==> src/rtl/debug_dump_sequencer_pkg.sv <==
// Shared debug-unit package: dump FSM encodings, sizing constants, clogb2.
// Reused by the sequencer, the debug unit and the host decoder.
package debug_dump_sequencer_pkg;

   localparam int LONGITUD_INSTRUCCION = 32;
   localparam int CANT_BITS_CONTROL    = 4;
   localparam int CANT_CAMPOS          = 12;
   localparam int WIDTH_BYTE_OUT       = 8;
   localparam int BYTES_POR_PALABRA    =
      LONGITUD_INSTRUCCION / WIDTH_BYTE_OUT;

   // Bits needed to count 0..value-1; never narrower than one bit.
   function automatic int clogb2(input int value);
      int r;
      r = 0;
      for (int v = value - 1; v > 0; v = v >> 1)
         r = r + 1;
      if (r == 0)
         r = 1;
      return r;
   endfunction

   typedef enum logic [2:0] {
      ST_IDLE    = 3'd0,
      ST_SELECT  = 3'd1,
      ST_LATCH   = 3'd2,
      ST_SEND    = 3'd3,
      ST_WAIT_TX = 3'd4,
      ST_DONE    = 3'd5
   } dump_state_t;

endpackage

==> src/rtl/debug_dump_sequencer_if.sv <==
// Database select/word and UART TX byte handshake of the dump sequencer.
// master = sequencer side, slave = database mux plus UART transmitter.
interface debug_dump_sequencer_if #(
   parameter int W_DATO = 32,
   parameter int W_CTRL = 4,
   parameter int W_BYTE = 8
) ();

   logic [W_DATO-1:0] i_dato;
   logic [W_CTRL-1:0] o_control;
   logic [W_BYTE-1:0] o_tx_data;
   logic              o_tx_start;
   logic              i_tx_done;

   modport master (
      input  i_dato,
      input  i_tx_done,
      output o_control,
      output o_tx_data,
      output o_tx_start
   );

   modport slave (
      output i_dato,
      output i_tx_done,
      input  o_control,
      input  o_tx_data,
      input  o_tx_start
   );

endinterface

==> src/rtl/debug_dump_sequencer_word_byte_serializer.sv <==
// Latches one database word and presents it MSB byte first, one byte
// per shift, flagging the last byte of the word.
module word_byte_serializer
   import debug_dump_sequencer_pkg::*;
#(
   parameter int W_WORD = LONGITUD_INSTRUCCION,
   parameter int W_BYTE = WIDTH_BYTE_OUT
) (
   input  logic              i_clock,
   input  logic              i_soft_reset,
   input  logic              i_load,
   input  logic              i_shift,
   input  logic [W_WORD-1:0] i_word,
   output logic [W_BYTE-1:0] o_byte,
   output logic              o_last
);

   localparam int N_BYTES = W_WORD / W_BYTE;
   localparam int BB      = clogb2(N_BYTES);

   logic [W_WORD-1:0] r_word;
   logic [BB-1:0]     r_byte;

   always_ff @(posedge i_clock or posedge i_soft_reset) begin
      if (i_soft_reset) begin
         r_word <= '0;
         r_byte <= '0;
      end else if (i_load) begin
         r_word <= i_word;
         r_byte <= '0;
      end else if (i_shift) begin
         r_word <= r_word << W_BYTE;
         r_byte <= r_byte + 1'b1;
      end
   end

   assign o_byte = r_word[W_WORD-1 -: W_BYTE];
   assign o_last = (r_byte == BB'(N_BYTES - 1));

endmodule

==> src/rtl/debug_dump_sequencer.sv <==
// Walks every database field, latches each word and streams it
// MSB byte first to the UART TX with a start/done handshake.
module debug_dump_sequencer
   import debug_dump_sequencer_pkg::*;
#(
   parameter int LONGITUD_INSTRUCCION_P = LONGITUD_INSTRUCCION,
   parameter int CANT_BITS_CONTROL_P    = CANT_BITS_CONTROL,
   parameter int CANT_CAMPOS_P          = CANT_CAMPOS,
   parameter int WIDTH_BYTE_OUT_P       = WIDTH_BYTE_OUT
) (
   input  logic i_clock,
   input  logic i_soft_reset,
   input  logic i_start,
   output logic o_busy,
   output logic o_done,
   debug_dump_sequencer_if.master bus
);

   localparam int CB = CANT_BITS_CONTROL_P;

   dump_state_t r_state;
   logic [CB-1:0] r_field;
   logic          r_tx_start;
   logic          r_busy;
   logic          r_done;

   logic                        w_load;
   logic                        w_shift;
   logic                        w_last;
   logic                        w_last_field;
   logic [WIDTH_BYTE_OUT_P-1:0] w_byte;

   assign w_load       = (r_state == ST_LATCH);
   assign w_shift      = (r_state == ST_WAIT_TX) && bus.i_tx_done && !w_last;
   assign w_last_field = (r_field == CB'(CANT_CAMPOS_P - 1));

   word_byte_serializer #(
      .W_WORD (LONGITUD_INSTRUCCION_P),
      .W_BYTE (WIDTH_BYTE_OUT_P)
   ) u_ser (
      .i_clock      (i_clock),
      .i_soft_reset (i_soft_reset),
      .i_load       (w_load),
      .i_shift      (w_shift),
      .i_word       (bus.i_dato),
      .o_byte       (w_byte),
      .o_last       (w_last)
   );

   // Outputs are registered on entry to the state that owns them.
   always_ff @(posedge i_clock or posedge i_soft_reset) begin
      if (i_soft_reset) begin
         r_state    <= ST_IDLE;
         r_field    <= '0;
         r_tx_start <= 1'b0;
         r_busy     <= 1'b0;
         r_done     <= 1'b0;
      end else begin
         r_tx_start <= 1'b0;
         r_done     <= 1'b0;
         unique case (r_state)
            ST_IDLE: begin
               if (i_start) begin
                  r_state <= ST_SELECT;
                  r_field <= '0;
                  r_busy  <= 1'b1;
               end
            end
            ST_SELECT: r_state <= ST_LATCH;
            ST_LATCH: begin
               r_state    <= ST_SEND;
               r_tx_start <= 1'b1;
            end
            ST_SEND: r_state <= ST_WAIT_TX;
            ST_WAIT_TX: begin
               if (bus.i_tx_done) begin
                  if (!w_last) begin
                     r_state    <= ST_SEND;
                     r_tx_start <= 1'b1;
                  end else if (!w_last_field) begin
                     r_state <= ST_SELECT;
                     r_field <= r_field + 1'b1;
                  end else begin
                     r_state <= ST_DONE;
                     r_field <= '0;
                     r_busy  <= 1'b0;
                     r_done  <= 1'b1;
                  end
               end
            end
            ST_DONE: r_state <= ST_IDLE;
            default: r_state <= ST_IDLE;
         endcase
      end
   end

   assign bus.o_control  = r_field;
   assign bus.o_tx_start = r_tx_start;
   assign bus.o_tx_data  = w_byte;
   assign o_busy         = r_busy;
   assign o_done         = r_done;

endmodule

==> src/flat_wrapper.sv <==
// flat-port wrapper written by rule: the top's interface ports become plain ports
module debug_dump_sequencer_flat import debug_dump_sequencer_pkg::*;
#(
   parameter int LONGITUD_INSTRUCCION_P = LONGITUD_INSTRUCCION,
   parameter int CANT_BITS_CONTROL_P    = CANT_BITS_CONTROL,
   parameter int CANT_CAMPOS_P          = CANT_CAMPOS,
   parameter int WIDTH_BYTE_OUT_P       = WIDTH_BYTE_OUT
)
  (i_clock, i_soft_reset, i_start, o_busy, o_done, bus_i_dato, bus_i_tx_done, bus_o_control, bus_o_tx_data, bus_o_tx_start);
  debug_dump_sequencer_if #(.W_DATO(32), .W_CTRL(4), .W_BYTE(8)) bus_i ();
  input  logic i_clock;
  input  logic i_soft_reset;
  input  logic i_start;
  output logic o_busy;
  output logic o_done;
  input wire logic [$bits(bus_i.i_dato)-1:0] bus_i_dato;
  input wire logic [$bits(bus_i.i_tx_done)-1:0] bus_i_tx_done;
  output wire logic [$bits(bus_i.o_control)-1:0] bus_o_control;
  output wire logic [$bits(bus_i.o_tx_data)-1:0] bus_o_tx_data;
  output wire logic [$bits(bus_i.o_tx_start)-1:0] bus_o_tx_start;
  assign bus_i.i_dato = bus_i_dato;
  assign bus_i.i_tx_done = bus_i_tx_done;
  assign bus_o_control = bus_i.o_control;
  assign bus_o_tx_data = bus_i.o_tx_data;
  assign bus_o_tx_start = bus_i.o_tx_start;
  debug_dump_sequencer #(.LONGITUD_INSTRUCCION_P(LONGITUD_INSTRUCCION_P), .CANT_BITS_CONTROL_P(CANT_BITS_CONTROL_P), .CANT_CAMPOS_P(CANT_CAMPOS_P), .WIDTH_BYTE_OUT_P(WIDTH_BYTE_OUT_P)) u_core (.i_clock(i_clock), .i_soft_reset(i_soft_reset), .i_start(i_start), .o_busy(o_busy), .o_done(o_done), .bus(bus_i));
endmodule
==> config.mk <==
export PLATFORM = sky130hd
export DESIGN_NAME = debug_dump_sequencer_flat
export DESIGN_NICKNAME = d
export VERILOG_FILES = /design/src/rtl/debug_dump_sequencer_pkg.sv /design/src/rtl/debug_dump_sequencer_if.sv /design/src/rtl/debug_dump_sequencer_word_byte_serializer.sv /design/src/rtl/debug_dump_sequencer.sv /design/src/flat_wrapper.sv
export SDC_FILE = /design/constraint.sdc
export NUM_CORES = 1
export LEC_CHECK = 0
export ABC_CLOCK_PERIOD_IN_PS = 3200
export CAP_MARGIN = 20
export CORE_ASPECT_RATIO = 0.7
export CORE_UTILIZATION = 40
export CTS_BUF_LIST = sky130_fd_sc_hd__clkbuf_8
export CTS_CLUSTER_DIAMETER = 100
export DETAILED_ROUTE_END_ITERATION = 10
export GPL_ROUTABILITY_DRIVEN = 0
export PLACE_DENSITY = 0.66
export RECOVER_POWER = 50
export SLEW_MARGIN = 20
export SYNTH_ARGS = -nofsm -noshare
export SYNTH_HDL_FRONTEND = slang
export SYNTH_HIERARCHICAL = 1
export SYNTH_SLANG_ARGS = --single-unit
==> constraint.sdc <==
create_clock -name i_clock -period 3.2 [get_ports i_clock]
set_input_delay 0.32 -clock i_clock [delete_from_list [all_inputs] [get_ports i_clock]]
set_output_delay 0.32 -clock i_clock [all_outputs]
set_load 0.05 [all_outputs]
==> Word level (Yosys, flattened, before mapping) <==
Cells that the tools add are included.
{ "classes": {"n_addsub": 2, "n_mul": 0, "n_div": 0, "magnitude_cmp": 0, "eq_ne": 10, "shift": 0, "muxes": 26, "bitwise_logic": 0, "reduce_logical": 9} }
{ "op_table": {"columns": ["op", "count"], "rows": [
  ["$mux 32", 2],
  ["$mux 4", 4],
  ["$pmux 3 s5", 1],
  ["$mux 3", 4],
  ["$mux 1", 10],
  ["$pmux 4 s2", 1],
  ["$eq 3x2->1 const B", 2],
  ["$reduce_and 5->1", 1],
  ["$add 4x1->4 const B", 1],
  ["$eq 4x4->1 const B", 1],
  ["$mux 2", 2],
  ["$ne 2x1->1 const B", 2],
  ["$ne 2x2->1 const B", 2],
  ["$pmux 1 s2", 2],
  ["$reduce_and 4->1", 1],
  ["$reduce_bool 2->1", 2],
  ["$eq 3x1->1 const B", 1],
  ["$eq 3x3->1 const B", 1],
  ["$logic_not 3->1", 1],
  ["$add 2x1->2 const B", 1],
  ["$eq 2x2->1 const B", 1],
  ["$logic_and 1x1->1", 2],
  ["$reduce_and 2->1", 1],
  ["$logic_not 1->1", 1]
]} }
{ "word_totals": {"register_bits": 44, "latch_bits": 0, "mem_bits_rw": 0, "rom_bits": 0, "inputBits": 36, "out_inout_bits": 15, "elab_cells": 54, "memories": 0} }

==> Longest topological paths before layout <==
Gate-level depths: netlist of the first run.
{ "depth": {"depth_word": 5, "depth_mapped": 7, "ltp_nobuf": 5} }

==> By module <==
The synthesis of the first run kept the hierarchy.
{ "modules_own_cells": {"columns": ["module", "n_inst", "cells_each", "area_per_inst_um2", "seq_area_each_um2"], "rows": [
  ["word_byte_serializer", 1, 155, 1619.1, 850.8],
  ["debug_dump_sequencer", 1, 55, 576.8, 250.2]
]} }

==> Least setup slack after synthesis of the first run <==
OpenSTA, ideal clock, no wires.
{ "synth_path": {"path_type": "register to register", "start": "register u_core.r_state[1]", "end": "register u_core.u_ser.r_word[14]", "setup_time_ns": 0.132, "arrival_time_ns": 1.429, "t_required_ns": 3.068, "slack_ns": 1.639, "stages_incl_launch_ff": 8, "path_buffers": 3, "synth_period_minus_slack_ns": 1.561, "cell_sequence": "dfrtp_1 buf_2 nor3b_4 and3_1 buf_6 buf_12 mux2i_1 o21ai_1"} }
{ "synth_between": {"elab_chain_len": 4, "elab_cells_between_ends": 6, "classes_between": "eq/ne: 2; mux: 1; reduce/logical: 3"} }
{ "synth_lines": {"columns": ["element", "line_no", "source"], "rows": [
  ["start: declaration", "debug_dump_sequencer.sv:21", "dump_state_t r_state;"],
  ["start signal: assignment", "debug_dump_sequencer.sv:53", "r_state <= ST_IDLE;"],
  ["start signal: assignment", "debug_dump_sequencer.sv:64", "r_state <= ST_SELECT;"],
  ["start signal: assignment", "debug_dump_sequencer.sv:69", "ST_SELECT: r_state <= ST_LATCH;"],
  ["$eq 3x3->1", "debug_dump_sequencer.sv:34", "assign w_shift = (r_state == ST_WAIT_TX) && bus.i_tx_done && !w_last;"],
  ["$logic_and 1x1->1 (2 in series)", "debug_dump_sequencer.sv:34", null],
  ["named net u_core.w_shift", "debug_dump_sequencer.sv:28", "logic w_shift;"],
  ["$reduce_bool 2->1 (no line)", null, null],
  ["end signal: assignment", "debug_dump_sequencer_word_byte_serializer.sv:29", "r_word <= i_word;"],
  ["end signal: assignment", "debug_dump_sequencer_word_byte_serializer.sv:32", "r_word <= r_word << W_BYTE;"],
  ["end: declaration", "debug_dump_sequencer_word_byte_serializer.sv:21", "logic [W_WORD-1:0] r_word;"]
]} }
The timed path passes the listed nets, and every way through them passes these cells.
A chain may end at the register's enable or synchronous reset.

==> results of run 1 <==
how the worst max path moves through the flow:
| stage | from | end | slack [ns] | cells past startpoint |
|---|---|---|---|---|
| after CTS | u_core/r_state[0] | u_core/u_ser/r_byte[1] | 1.13 | 5 |
| after detailed placement | bus_i_tx_done | u_core/u_ser/r_word[28] | 1.07 | 5 |
| after floorplan | u_core/r_state[1] | u_core/u_ser/r_word[14] | 1.64 | 7 |
| final | i_soft_reset | u_core/u_ser/r_word[8] | 1.01 | 3 |
| after global placement | bus_i_tx_done | u_core/u_ser/r_word[12] | 1.13 | 5 |
| after global routing | i_soft_reset | u_core/u_ser/r_word[1] | 0.61 | 3 |
synth_stat cells:
| cell | count | area share [%] |
|---|---|---|
| buf_2 | 6 | 1.4 |
| or3b_4 | 1 | 0.51 |
| o32ai_1 | 1 | 0.40 |
| a211oi_2 | 1 | 0.57 |
| a2bb2oi_1 | 1 | 0.40 |
| nor3_4 | 1 | 0.74 |
| xnor2_1 | 1 | 0.40 |
| dfrtp_1 | 44 | 50 |
| nand2_1 | 35 | 6.0 |
| o2bb2ai_1 | 1 | 0.40 |
| clkbuf_1 | 1 | 0.17 |
| nor3b_4 | 1 | 0.85 |
| ha_1 | 2 | 1.1 |
| mux2_1 | 1 | 0.51 |
| nand2b_1 | 10 | 2.8 |
| nand3b_1 | 1 | 0.34 |
| o32ai_2 | 1 | 0.74 |
| nor2_1 | 7 | 1.2 |
| buf_12 | 2 | 1.8 |
| o21ai_1 | 20 | 4.6 |
| nor4bb_1 | 1 | 0.46 |
| and3_1 | 2 | 0.57 |
| a21oi_1 | 1 | 0.23 |
| o211ai_1 | 1 | 0.34 |
| o31a_1 | 1 | 0.40 |
| nor2b_1 | 1 | 0.29 |
| nand4_1 | 1 | 0.29 |
| mux2i_1 | 26 | 12 |
| a21o_1 | 1 | 0.34 |
| o21ai_0 | 13 | 3.0 |
| nand3_1 | 2 | 0.46 |
| buf_6 | 2 | 1.0 |
| nand4bb_1 | 1 | 0.51 |
| nand4b_1 | 1 | 0.40 |
| inv_1 | 8 | 1.4 |
| buf_4 | 10 | 3.4 |
logic make-up (layout without fill, tap and decap cells):
group / Yosys count / after routing / synth area share (%)
xor+xnor: 1 / 1 / 0.3989
mux: 27 / 27 / 12.36
fa+ha+maj: 2 / 2 / 1.139
buf+inv: 29 / 71 / 9.174
flops: 44 / 44 / 50.14
simple gates: 65 / 65 / 15.44
compound gates: 42 / 42 / 11.34
through the flow:
step                      hold slack [ns]  total power [uW]  std cells
after floorplan                    0.1602              1792        210
after global placement             0.5060              1971        316
after detailed placement           0.5159              1997        316
after CTS                          0.3394              2447        324
after global routing               0.5113              2587        324
final                              0.4621              2418        324
sequential cells by signal (all words and copies together), names as in the netlist:
name                   cells
u_core/r_state             3
u_core/u_ser/r_byte        2
u_core/o_done              1
u_core/bus.o_control       4
u_core/bus.o_tx_start      1
u_core/o_busy              1
u_core/u_ser/r_word       32
power groups by stage:
stage / Combinational, uW / Sequential, uW / Clock (uW)
global route: 1100 / 1010 / 477
floorplan: 856 / 937 / 0
finish: 997 / 975 / 446
CTS: 1020 / 977 / 454
global placement: 989 / 981 / 0
detailed placement: 1010 / 987 / 0
layer usage:
metal  up-vias  share of wire, %  global-route usage [%]
li1        790                 -                       -
met1       758                52                   22.48
met2        38                42                   23.30
met3         6               5.3                   4.762
met4         0              0.78                   5.444
met5         -                 0                       0
critical path, delay by kind of cell:
family | cells | cell delay, ns
buffers and inverters | 3 | 1.92
area by class of cell:
type	count	area, um2	area share, %
Tap cell	72	90.09	3.264
Clock buffer	6	82.58	2.992
Sequential cell	44	1101	39.89
Clock inverter	2	38.79	1.405
Inverter	8	30.03	1.088
Timing Repair Buffer	55	534.3	19.36
Multi-Input combinational cell	137	883.3	32.00
==> summary.md, run 1 <==
| Metric | Value |
|---|---|
| Root Buffer | `clkbuf_8` |
| CP max stage cell | `clkbuf_1` |
| Antenna diodes | `0` |
| Nets | `between 200 and 300` |
| Status | `finished, violations left` |
| Leakage | `0.001115 uW` |
| Clock transition at path regs | `roughly 0.090 ns` |
| Crit Path Class | `input pin to async pin` |
| R2R Setup Slk | `around 1.1 ns` |
| Post-CTS sizing | `0` |
| Row cnt | `22` |
| Max Cap Violations | `1` |
| Die Ht | `about 64 um` |
| Final setup margin | `1.009 ns` |
| P_sw | `between 900 and 1000 uW` |
| Worst R2R Start | `u_core/r_state[0]` |
| Core Box Area | `around 5300 um2` |
| Drt drc | `0` |
| Commonest non-fill, non-tap cells in the layout | `clkdlybuf4s50_1, dfrtp_1, nand2_1` |
| Tot GR Track Use | `15.95%` |
| #FFs+latches synth | `44` |
| Place WS | `about 1.1 ns` |
| Num ports | `51` |
| Worst R2R Path Depth | `5` |
| Num Clock Sinks | `44` |
| Slowest Stage Delay on Critical Path | `between 1 and 1.5 ns` |
| Syn avg cell area | `about 10 um2` |
| Crit-path cells | `dlygate4sd3_1 > inv_1 > clkbuf_1` |
| Slew Viols, Final | `35` |
| Setup_tns | `0 ns` |
| Port Buf Inserts | `50` |
| Antenna violations before repair | `0` |
| Starting Density | `approximately two fifths` |
| Violated checks | `max-capacitance violations, max-slew violations` |
| Worst Path Arrival | `2.25 ns` |
| Syn-to-layout area delta | `25.70%` |
| WL/cell | `roughly 13 um` |
| Die Wd | `about 91 um` |
| Post-CTS Hold Fix Bufs | `0` |
| Combinational share of power | `41.2%` |
| Share of post-route cells with drive strength above 1 | `~6.3%` |
| CTS tree | `built` |
| Pwr dens | `876.0 nW/um2` |
| ANT nets after route | `0` |
| HP Class | `input pin to async pin` |
| CTS Buf Count | `5` |
| Layout Utilization | `52.50%` |
| Sequential share of power | `between 40% and 50%` |
| Area of placed instances | `2661 um2` |
| H-tree depth | `2` |
| Slew headroom | `-21.89%` |
| Unrepaired setup endpoints after global routing | `false` |
| Final setup violating endpoints | `0` |
| Vias in the first global route | `1504` |
| Yosys synthesis warning count | `6` |
| Clk pwr share | `18.4%` |
| Fin. Hold Viols | `0` |
| Clk buf depth | `2` |
| Initial drt markers | `77` |
| Gr ovfl total | `0` |
| Crit Path Max Fanout | `34` |
| Max Fclk | `about 460 MHz` |
| Total number of vias | `between 1500 and 2000` |
| Filler cells | `about 490` |
| DIE AREA | `5795 um2` |
| Max VDD drop | `a little under 0.0003 V` |
| Count of cell types in the netlist | `36` |
| Post-synthesis sequential area ratio | `about half` |
| DRT Wirelength | `4354 um` |
| Wire length of the first global-routing pass | `just over 7000 um` |
| Post-CTS setup buffer count | `0` |
| Crit start category | `input pin` |
| Largest net degree at the start of global routing | `39` |
| Slew @ Worst Pin | `approximately 1.8 ns` |
| Syn Std Cell Area | `between 2000 and 2500 um2` |
| Crit end category | `async pin` |
| Synth Net Count | `around 250` |
| Post-Syn Instances | `210` |
| P_int | `roughly 1500 uW` |
| Final instance area | `2760 um2` |
| Shortest period the worst path allows | `around 2.2 ns` |
| Sw Ratio | `about 40%` |
| Reg-to-Reg End | `u_core/u_ser/r_byte[1]` |
| Pre-antenna DRT Iters | `4` |
| WP data required | `approximately 3.3 ns` |
| Worst Skew | `between 0.01 and 0.015 ns` |
| Period Utilization, post-route | `68.46%` |
| Worst-Skew Late Latency | `approximately 0.30 ns` |
| Most common cell after layout, fill and taps aside | `clkdlybuf4s50_1` |
| Dpl hpwl | `a little over 3000 um` |
| Via-per-instance ratio | `~4.9` |
No activity file was read; power rests on OpenSTA's default activity.
==> inputs of run 2 (changes only) <==
--- a/config.mk
+++ b/config.mk
@@ -5,7 +5,7 @@
 export SDC_FILE = /design/constraint.sdc
 export NUM_CORES = 1
 export LEC_CHECK = 0
-export ABC_CLOCK_PERIOD_IN_PS = 3200
+export ABC_CLOCK_PERIOD_IN_PS = 1800
 export CAP_MARGIN = 20
 export CORE_ASPECT_RATIO = 0.7
 export CORE_UTILIZATION = 40
@@ -13,7 +13,7 @@
 export CTS_CLUSTER_DIAMETER = 100
 export DETAILED_ROUTE_END_ITERATION = 10
 export GPL_ROUTABILITY_DRIVEN = 0
-export PLACE_DENSITY = 0.66
+export PLACE_DENSITY = 0.69
 export RECOVER_POWER = 50
 export SLEW_MARGIN = 20
 export SYNTH_ARGS = -nofsm -noshare
==> constraint.sdc (replaced) <==
create_clock -name i_clock -period 1.8 [get_ports i_clock]
set_input_delay 0.18 -clock i_clock [delete_from_list [all_inputs] [get_ports i_clock]]
set_output_delay 0.18 -clock i_clock [all_outputs]
set_load 0.05 [all_outputs]
==> run 2 against run 1 <==
Against the previous run:
- the flow now finishes without violations
- via count shrank 1.4%
- combinational power grew 93%
- register-to-register slack lost 0.91 ns
- clock power grew 79%
- final cell count grew 1.2%
- cell area grew 2.2%
- global-route usage grew 0.18 points
- clock skew grew 0.0028 ns
- die area is the same
- critical path type is now flop to primary output
- critical endpoint is now bus_o_control[2]
- largest power group unchanged
==> summary.md, run 2 (synthesized netlist as in run 1, its figures left out) <==
| Metric | Value |
|---|---|
| Slowest Stage Delay on Critical Path | `0.82 ns (was 1.31 ns)` |
| Max Cap Violations | `0 (was 1)` |
| Vias in the first global route | `1463 (was 1504)` |
| Row cnt | `22 (unchanged)` |
| WP data required | `1.62 ns (was 3.26 ns)` |
| Worst hold slack | `0.3300 ns (was 0.4621 ns)` |
| CTS tree | `built (unchanged)` |
| Crit-path cells | `clkdlybuf4s50_1 (was dlygate4sd3_1 > inv_1 > clkbuf_1)` |
| Crit start category | `flop (was input pin)` |
| P_sw | `1734 uW (was 959.6 uW)` |
| DRT Wirelength | `4367 um (was 4354 um)` |
| DIE AREA | `5795 um2 (unchanged)` |
| ANT nets after route | `0 (unchanged)` |
| Root Buffer | `clkbuf_8 (unchanged)` |
| Max Fclk | `between 500 and 600 MHz` |
| Nets | `293 (was 289)` |
| Antenna violations before repair | `0 (unchanged)` |
| CTS Buf Count | `5 (unchanged)` |
| Starting Density | `41.77% (unchanged)` |
| Post-CTS setup buffer count | `0 (unchanged)` |
| Die Ht | `63.99 um (unchanged)` |
| Final setup margin | `0.09389 ns (was 1.009 ns)` |
| Shortest period the worst path allows | `roughly 1.7 ns` |
| Slew headroom | `43.18% (was -21.89%)` |
| Dpl hpwl | `3063 um (was 3054 um)` |
| Largest delay contributor family on the critical path | `buffers and inverters (unchanged)` |
| Leakage | `0.001156 uW (was 0.001115 uW)` |
| Max reg flops | `32 (unchanged)` |
| Met3 GRT Util | `4.762% (unchanged)` |
| Largest Register | `u_core/u_ser/r_word (unchanged)` |
| WL/cell | `13.31 um (was 13.44 um)` |
| HP Class | `input pin to async pin (unchanged)` |
| Drt drc | `0 (unchanged)` |
| Slew Viols, Final | `0 (was 35)` |
| Worst Skew | `0.01436 ns (was 0.01157 ns)` |
| Worst Path Arrival | `1.53 ns (was 2.25 ns)` |
| Clk pwr share | `18.2% (was 18.4%)` |
| Bufs and invs on worst path | `1 (was 3)` |
| Final setup violating endpoints | `0 (unchanged)` |
| Filler cells | `462 (was 485)` |
| P_int | `2661 uW (was 1458 uW)` |
| Crit end category | `primary output (was async pin)` |
| Busiest grt layer | `met1 (was met2)` |
| Clock transition at path regs | `0.09 ns (about the same)` |
| Sw Ratio | `39.46% (was 39.69%)` |
| Num Clock Sinks | `44 (unchanged)` |
| Met2 Resource Use GR | `21.31% (was 23.30%)` |
| Most common cell after layout, fill and taps aside | `clkdlybuf4s50_1 (unchanged)` |
| Crit path launch | `u_core/bus.o_control[2] (was i_soft_reset)` |
| Pre-antenna DRT Iters | `4 (unchanged)` |
| Unrepaired setup endpoints after global routing | `false (unchanged)` |
| Largest net degree at the start of global routing | `35 (was 39)` |
| Status | `completed (was finished, violations left)` |
| Wire length of the first global-routing pass | `7293 um (was 7251 um)` |
| H-tree depth | `2 (unchanged)` |
| Die Wd | `90.56 um (unchanged)` |
| Share of post-route cells with drive strength above 1 | `8.594% (was 6.349%)` |
| Initial drt markers | `61 (was 77)` |
| Worst-Skew Late Latency | `0.30 ns (about the same)` |
| Via-per-instance ratio | `4.784 (was 4.914)` |
| Fin. Hold Viols | `0 (unchanged)` |
| Global Route met1 Usage | `24.62% (was 22.48%)` |
| Setup_tns | `0 ns (unchanged)` |
| Tot GR Track Use | `16.13% (was 15.95%)` |
| Syn-to-layout area delta | `28.43% (was 25.70%)` |
| Place WS | `0.1925 ns (was 1.074 ns)` |
| Worst R2R Start | `u_core/u_ser/r_byte[0] (was u_core/r_state[0])` |
| Combinational share of power | `43.7% (was 41.2%)` |
| Total number of vias | `1569 (was 1592)` |
| Commonest non-fill, non-tap cells in the layout | `clkdlybuf4s50_1, dfrtp_1, nand2_1 (unchanged)` |
| Gr ovfl total | `0 (unchanged)` |
| CP max stage cell | `clkdlybuf4s50_1 (was clkbuf_1)` |
| Crit Path Class | `flop to primary output (was input pin to async pin)` |
| Antenna diodes | `0 (unchanged)` |
| Placed Cells | `320 (was 316)` |
| Final instance area | `2820 um2 (was 2760 um2)` |
| Pwr dens | `1559 nW/um2 (was 876.0 nW/um2)` |
| Slew @ Worst Pin | `0.8523 ns (was 1.828 ns)` |
| Area of placed instances | `2716 um2 (was 2661 um2)` |
| Layout Cells excl Fill | `328 (was 324)` |
| Max VDD drop | `0.0004942 V (was 0.0002930 V)` |
| Period Utilization, post-route | `94.78%` |
| Core Box Area | `5258 um2 (unchanged)` |
| Crit Path Max Fanout | `5 (was 34)` |
| Sequential share of power | `38.1% (was 40.3%)` |
| Num ports | `51 (unchanged)` |
| Clk buf depth | `2 (unchanged)` |
| Port Buf Inserts | `50 (unchanged)` |
## run 2: changes by cell type in the layout (fill, tap and decap cells not counted), sizes merged
| cell | delta |
|---|---|
| buf | +3 |
| clkbuf | +2 |
| clkdlybuf4s50 | -1 |
## run 2: worst paths after layout
kind	end	cells past startpoint	slack [ns]
max in group asynchronous	u_core/u_ser/r_byte[0]	3	0.65
min in group i_clock	u_core/u_ser/r_word[16]	3	0.42
setup / recovery	bus_o_control[2]	1	0.09
setup reg to reg	u_core/u_ser/r_word[8]	6	0.20
hold / removal	u_core/o_busy	2	0.33
hold reg to reg	u_core/o_busy	2	0.52
## run 2: metrics by stage
step                      power, uW  utilization (%)
after CTS                      4460            53.97
after floorplan                3186                -
after global routing           4721            53.64
after global placement         3592            51.67
final                          4396            53.64
after detailed placement       3654            51.67
## run 2: power by group through the flow
stage                     Sequential, uW  Combinational (uW)  Clock (uW)
after global routing                1730                2120         873
after floorplan                     1660                1520           0
after detailed placement            1690                1960           0
final                               1680                1920         798
after global placement              1680                1910           0
after CTS                           1670                1970         819
## run 2: cell type report
| class | instances | area (um2) | area share [%] |
|---|---|---|---|
| timing repair buffer | 59 | 580.6 | 20.59 |
| clock inverter | 2 | 38.79 | 1.375 |
| sequential | 44 | 1101 | 39.04 |
| clock buffer | 6 | 82.58 | 2.928 |
| multi-input combinational | 137 | 897.1 | 31.81 |
| tap | 72 | 90.09 | 3.194 |
| inverter | 8 | 30.03 | 1.065 |
## run 2: timing repair
item | in CTS | in global routing
gates resized for setup | 0 | 1
setup endpoints to repair | 0 | 1
hold endpoints to repair | 0 | 0
hold buffers | 0 | 0
## run 2: metal layers
layer | up-vias | part of all wire (%)
met5 | - | 0
met4 | 0 | 0.21
met3 | 2 | 5.1
met2 | 36 | 41
met1 | 729 | 53
li1 | 802 | -
==> inputs of run 3 (changes only) <==
--- a/config.mk
+++ b/config.mk
@@ -5,15 +5,15 @@
 export SDC_FILE = /design/constraint.sdc
 export NUM_CORES = 1
 export LEC_CHECK = 0
-export ABC_CLOCK_PERIOD_IN_PS = 1800
+export ABC_CLOCK_PERIOD_IN_PS = 1780
 export CAP_MARGIN = 20
 export CORE_ASPECT_RATIO = 0.7
 export CORE_UTILIZATION = 40
 export CTS_BUF_LIST = sky130_fd_sc_hd__clkbuf_8
-export CTS_CLUSTER_DIAMETER = 100
+export CTS_CLUSTER_DIAMETER = 40
 export DETAILED_ROUTE_END_ITERATION = 10
 export GPL_ROUTABILITY_DRIVEN = 0
-export PLACE_DENSITY = 0.69
+export PLACE_DENSITY = 0.66
 export RECOVER_POWER = 50
 export SLEW_MARGIN = 20
 export SYNTH_ARGS = -nofsm -noshare
==> constraint.sdc (replaced) <==
create_clock -name i_clock -period 1.78 [get_ports i_clock]
set_input_delay 0.178 -clock i_clock [delete_from_list [all_inputs] [get_ports i_clock]]
set_output_delay 0.178 -clock i_clock [all_outputs]
set_load 0.05 [all_outputs]
==> run 3 against run 2 <==
Against the previous run:
- sequential power about the same
- non-clock buffer count down 1
- register-to-register slack about the same
- sequential share of layout area up 0.54 points
- combinational power down 2%
- clock power down 27%
- critical path type unchanged
- final cell count down 0.61%
- cell area down 1.4%
- die area unchanged
- count of clock-buffer cells in the layout down 1
- first-iteration DRC count up 57%
- largest power group unchanged
- clock skew down 0.0057 ns
==> summary.md, run 3 (synthesized netlist as in run 1, its figures left out) <==
| Metric | Value |
|---|---|
| Reg-to-Reg End | `u_core/u_ser/r_word[3] (was u_core/u_ser/r_word[8])` |
| Worst R2R Path Depth | `5 (was 6)` |
| Commonest non-fill, non-tap cells in the layout | `clkdlybuf4s50_1, dfrtp_1, nand2_1 (unchanged)` |
| Nets | `292 (was 293)` |
| Num Clock Sinks | `44 (unchanged)` |
| Max Cap Violations | `0 (unchanged)` |
| Crit Path Max Fanout | `5 (unchanged)` |
| Slowest Stage Delay on Critical Path | `0.82 ns (about the same)` |
| Bufs and invs on worst path | `1 (unchanged)` |
| Unrepaired setup endpoints after global routing | `false (unchanged)` |
| Syn-to-layout area delta | `26.67% (was 28.43%)` |
| Antenna violations before repair | `0 (unchanged)` |
| Via-per-instance ratio | `4.678 (was 4.784)` |
| Slew headroom | `45.77% (was 43.18%)` |
| Max Fclk | `between 500 and 600 MHz` |
| Leakage | `0.001131 uW (was 0.001156 uW)` |
| Pwr dens | `1493 nW/um2 (was 1559 nW/um2)` |
| Worst Path Arrival | `1.50 ns (was 1.53 ns)` |
| Row cnt | `22 (unchanged)` |
| Port Buf Inserts | `50 (unchanged)` |
| Crit start category | `flop (unchanged)` |
| Tot GR Track Use | `15.53% (was 16.13%)` |
| Share of post-route cells with drive strength above 1 | `8.268% (was 8.594%)` |
| Dpl hpwl | `2925 um (was 3063 um)` |
| Core Box Area | `5258 um2 (unchanged)` |
| Total number of vias | `1525 (was 1569)` |
| Drt drc | `0 (unchanged)` |
| WP data required | `1.60 ns (was 1.62 ns)` |
| Pre-antenna DRT Iters | `4 (unchanged)` |
| Crit Path Class | `flop to primary output (unchanged)` |
| CTS Buf Count | `5 (unchanged)` |
| Clock transition at path regs | `0.08 ns (was 0.09 ns)` |
| Slew @ Worst Pin | `0.8134 ns (was 0.8523 ns)` |
| Post-CTS setup buffer count | `0 (unchanged)` |
| Shortest period the worst path allows | `between 1.5 and 2 ns` |
| Fin. Hold Viols | `0 (unchanged)` |
| Vias in the first global route | `1445 (was 1463)` |
| Post-CTS sizing | `0 (unchanged)` |
| Wire length of the first global-routing pass | `7134 um (was 7293 um)` |
| Worst R2R Start | `u_core/r_state[0] (was u_core/u_ser/r_byte[0])` |
| Setup_tns | `0 ns (unchanged)` |
| Period Utilization, post-route | `between 90% and 100%` |
| Worst-Skew Late Latency | `0.29 ns (was 0.30 ns)` |
| Final instance area | `2781 um2 (was 2820 um2)` |
| WP depth | `1 (unchanged)` |
| Slew Viols, Final | `0 (unchanged)` |
| Clk buf depth | `2 (unchanged)` |
| Post-CTS Hold Fix Bufs | `0 (unchanged)` |
| Antenna diodes | `0 (unchanged)` |
| HP Class | `input pin to async pin (unchanged)` |
| Initial drt markers | `96 (was 61)` |
| Largest net degree at the start of global routing | `67 (was 35)` |
| Largest Register | `u_core/u_ser/r_word (unchanged)` |
| CP Capture Point | `bus_o_control[2] (unchanged)` |
| H-tree depth | `2 (unchanged)` |
| WL/cell | `12.62 um (was 13.31 um)` |
| Max VDD drop | `0.0005876 V (was 0.0004942 V)` |
| Most common cell after layout, fill and taps aside | `clkdlybuf4s50_1 (unchanged)` |
| Final setup violating endpoints | `0 (unchanged)` |
| R2R Setup Slk | `0.19 ns (was 0.20 ns)` |
| Root Buffer | `clkbuf_8 (unchanged)` |
| Worst Skew | `0.008610 ns (was 0.01436 ns)` |
| CP max stage cell | `clkdlybuf4s50_1 (unchanged)` |
| Max reg flops | `32 (unchanged)` |
| DIE AREA | `5795 um2 (unchanged)` |
| Num ports | `51 (unchanged)` |
| Die Ht | `63.99 um (unchanged)` |
| CTS tree | `built (unchanged)` |
| Starting Density | `41.77% (unchanged)` |
| Crit end category | `primary output (unchanged)` |
| Status | `completed (unchanged)` |
| Die Wd | `90.56 um (unchanged)` |
| Crit path launch | `u_core/bus.o_control[2] (unchanged)` |
| Gr ovfl total | `0 (unchanged)` |
| Largest delay contributor family on the critical path | `buffers and inverters (unchanged)` |
| Area of placed instances | `2719 um2 (was 2716 um2)` |
| Crit-path cells | `clkdlybuf4s50_1 (unchanged)` |
| ANT nets after route | `0 (unchanged)` |
| DRT Wirelength | `4114 um (was 4367 um)` |
run 3: cell types whose count changed in the layout (fill, tap and decap cells not counted), sizes merged:
cell | before | now
bufinv | 1 | 0
buf | 7 | 6
clkinvlp | 0 | 1
clkbuf | 9 | 8
run 3: power breakdown:
group | total, uW | switching (uW) | internal [uW] | leakage, uW
Clock | 579 | 314 | 266 | 0.0000400
Combinational | 1880 | 1110 | 771 | 0.000536
Sequential | 1690 | 265 | 1420 | 0.000555
Total | 4150 | 1690 | 2460 | 0.00113
run 3: metrics by stage:
| step | util [%] | total power (uW) | setup slack (ns) | hold slack, ns | cells |
|---|---|---|---|---|---|
| final | 52.90 | 4152 | 0.1024 | 0.3512 | 326 |
| after global routing | 52.90 | 4462 | 0.03980 | 0.4028 | 326 |
| after CTS | 53.26 | 4243 | 0.08848 | 0.2216 | 326 |
| after detailed placement | 51.71 | 3656 | 0.2105 | 0.5264 | 319 |
| after global placement | 51.71 | 3611 | 0.2285 | 0.5137 | 319 |
| after floorplan | - | 3222 | 0.2190 | 0.01818 | 210 |
run 3: worst min path at each step:
stage	end	from	depth (start not counted)
floorplan	u_core/bus.o_control[0]	i_soft_reset	1
global placement	u_core/o_busy	u_core/o_busy	2
detailed placement	u_core/o_busy	i_soft_reset	2
CTS	u_core/o_busy	i_soft_reset	2
global route	u_core/o_busy	i_soft_reset	2
finish	u_core/o_done	i_soft_reset	2
run 3: area by class of cell:
class / instances / area (um2)
Clock buffer: 5 / 68.82
Clock inverter: 2 / 12.51
Fill cell: 473 / 2476
Inverter: 8 / 30.03
Multi-Input combinational cell: 137 / 902.1
Sequential cell: 44 / 1101
Tap cell: 72 / 90.09
Timing Repair Buffer: 58 / 576.8
run 3: layer usage:
| metal | vias to the layer above | GRT usage (%) | share of wire, % |
|---|---|---|---|
| li1 | 787 | - | - |
| met3 | 0 | 4.048 | 4.7 |
| met5 | - | 0 | 0 |
| met4 | 0 | 4.234 | 0 |
| met1 | 704 | 24.26 | 54 |
| met2 | 34 | 20.74 | 41 |
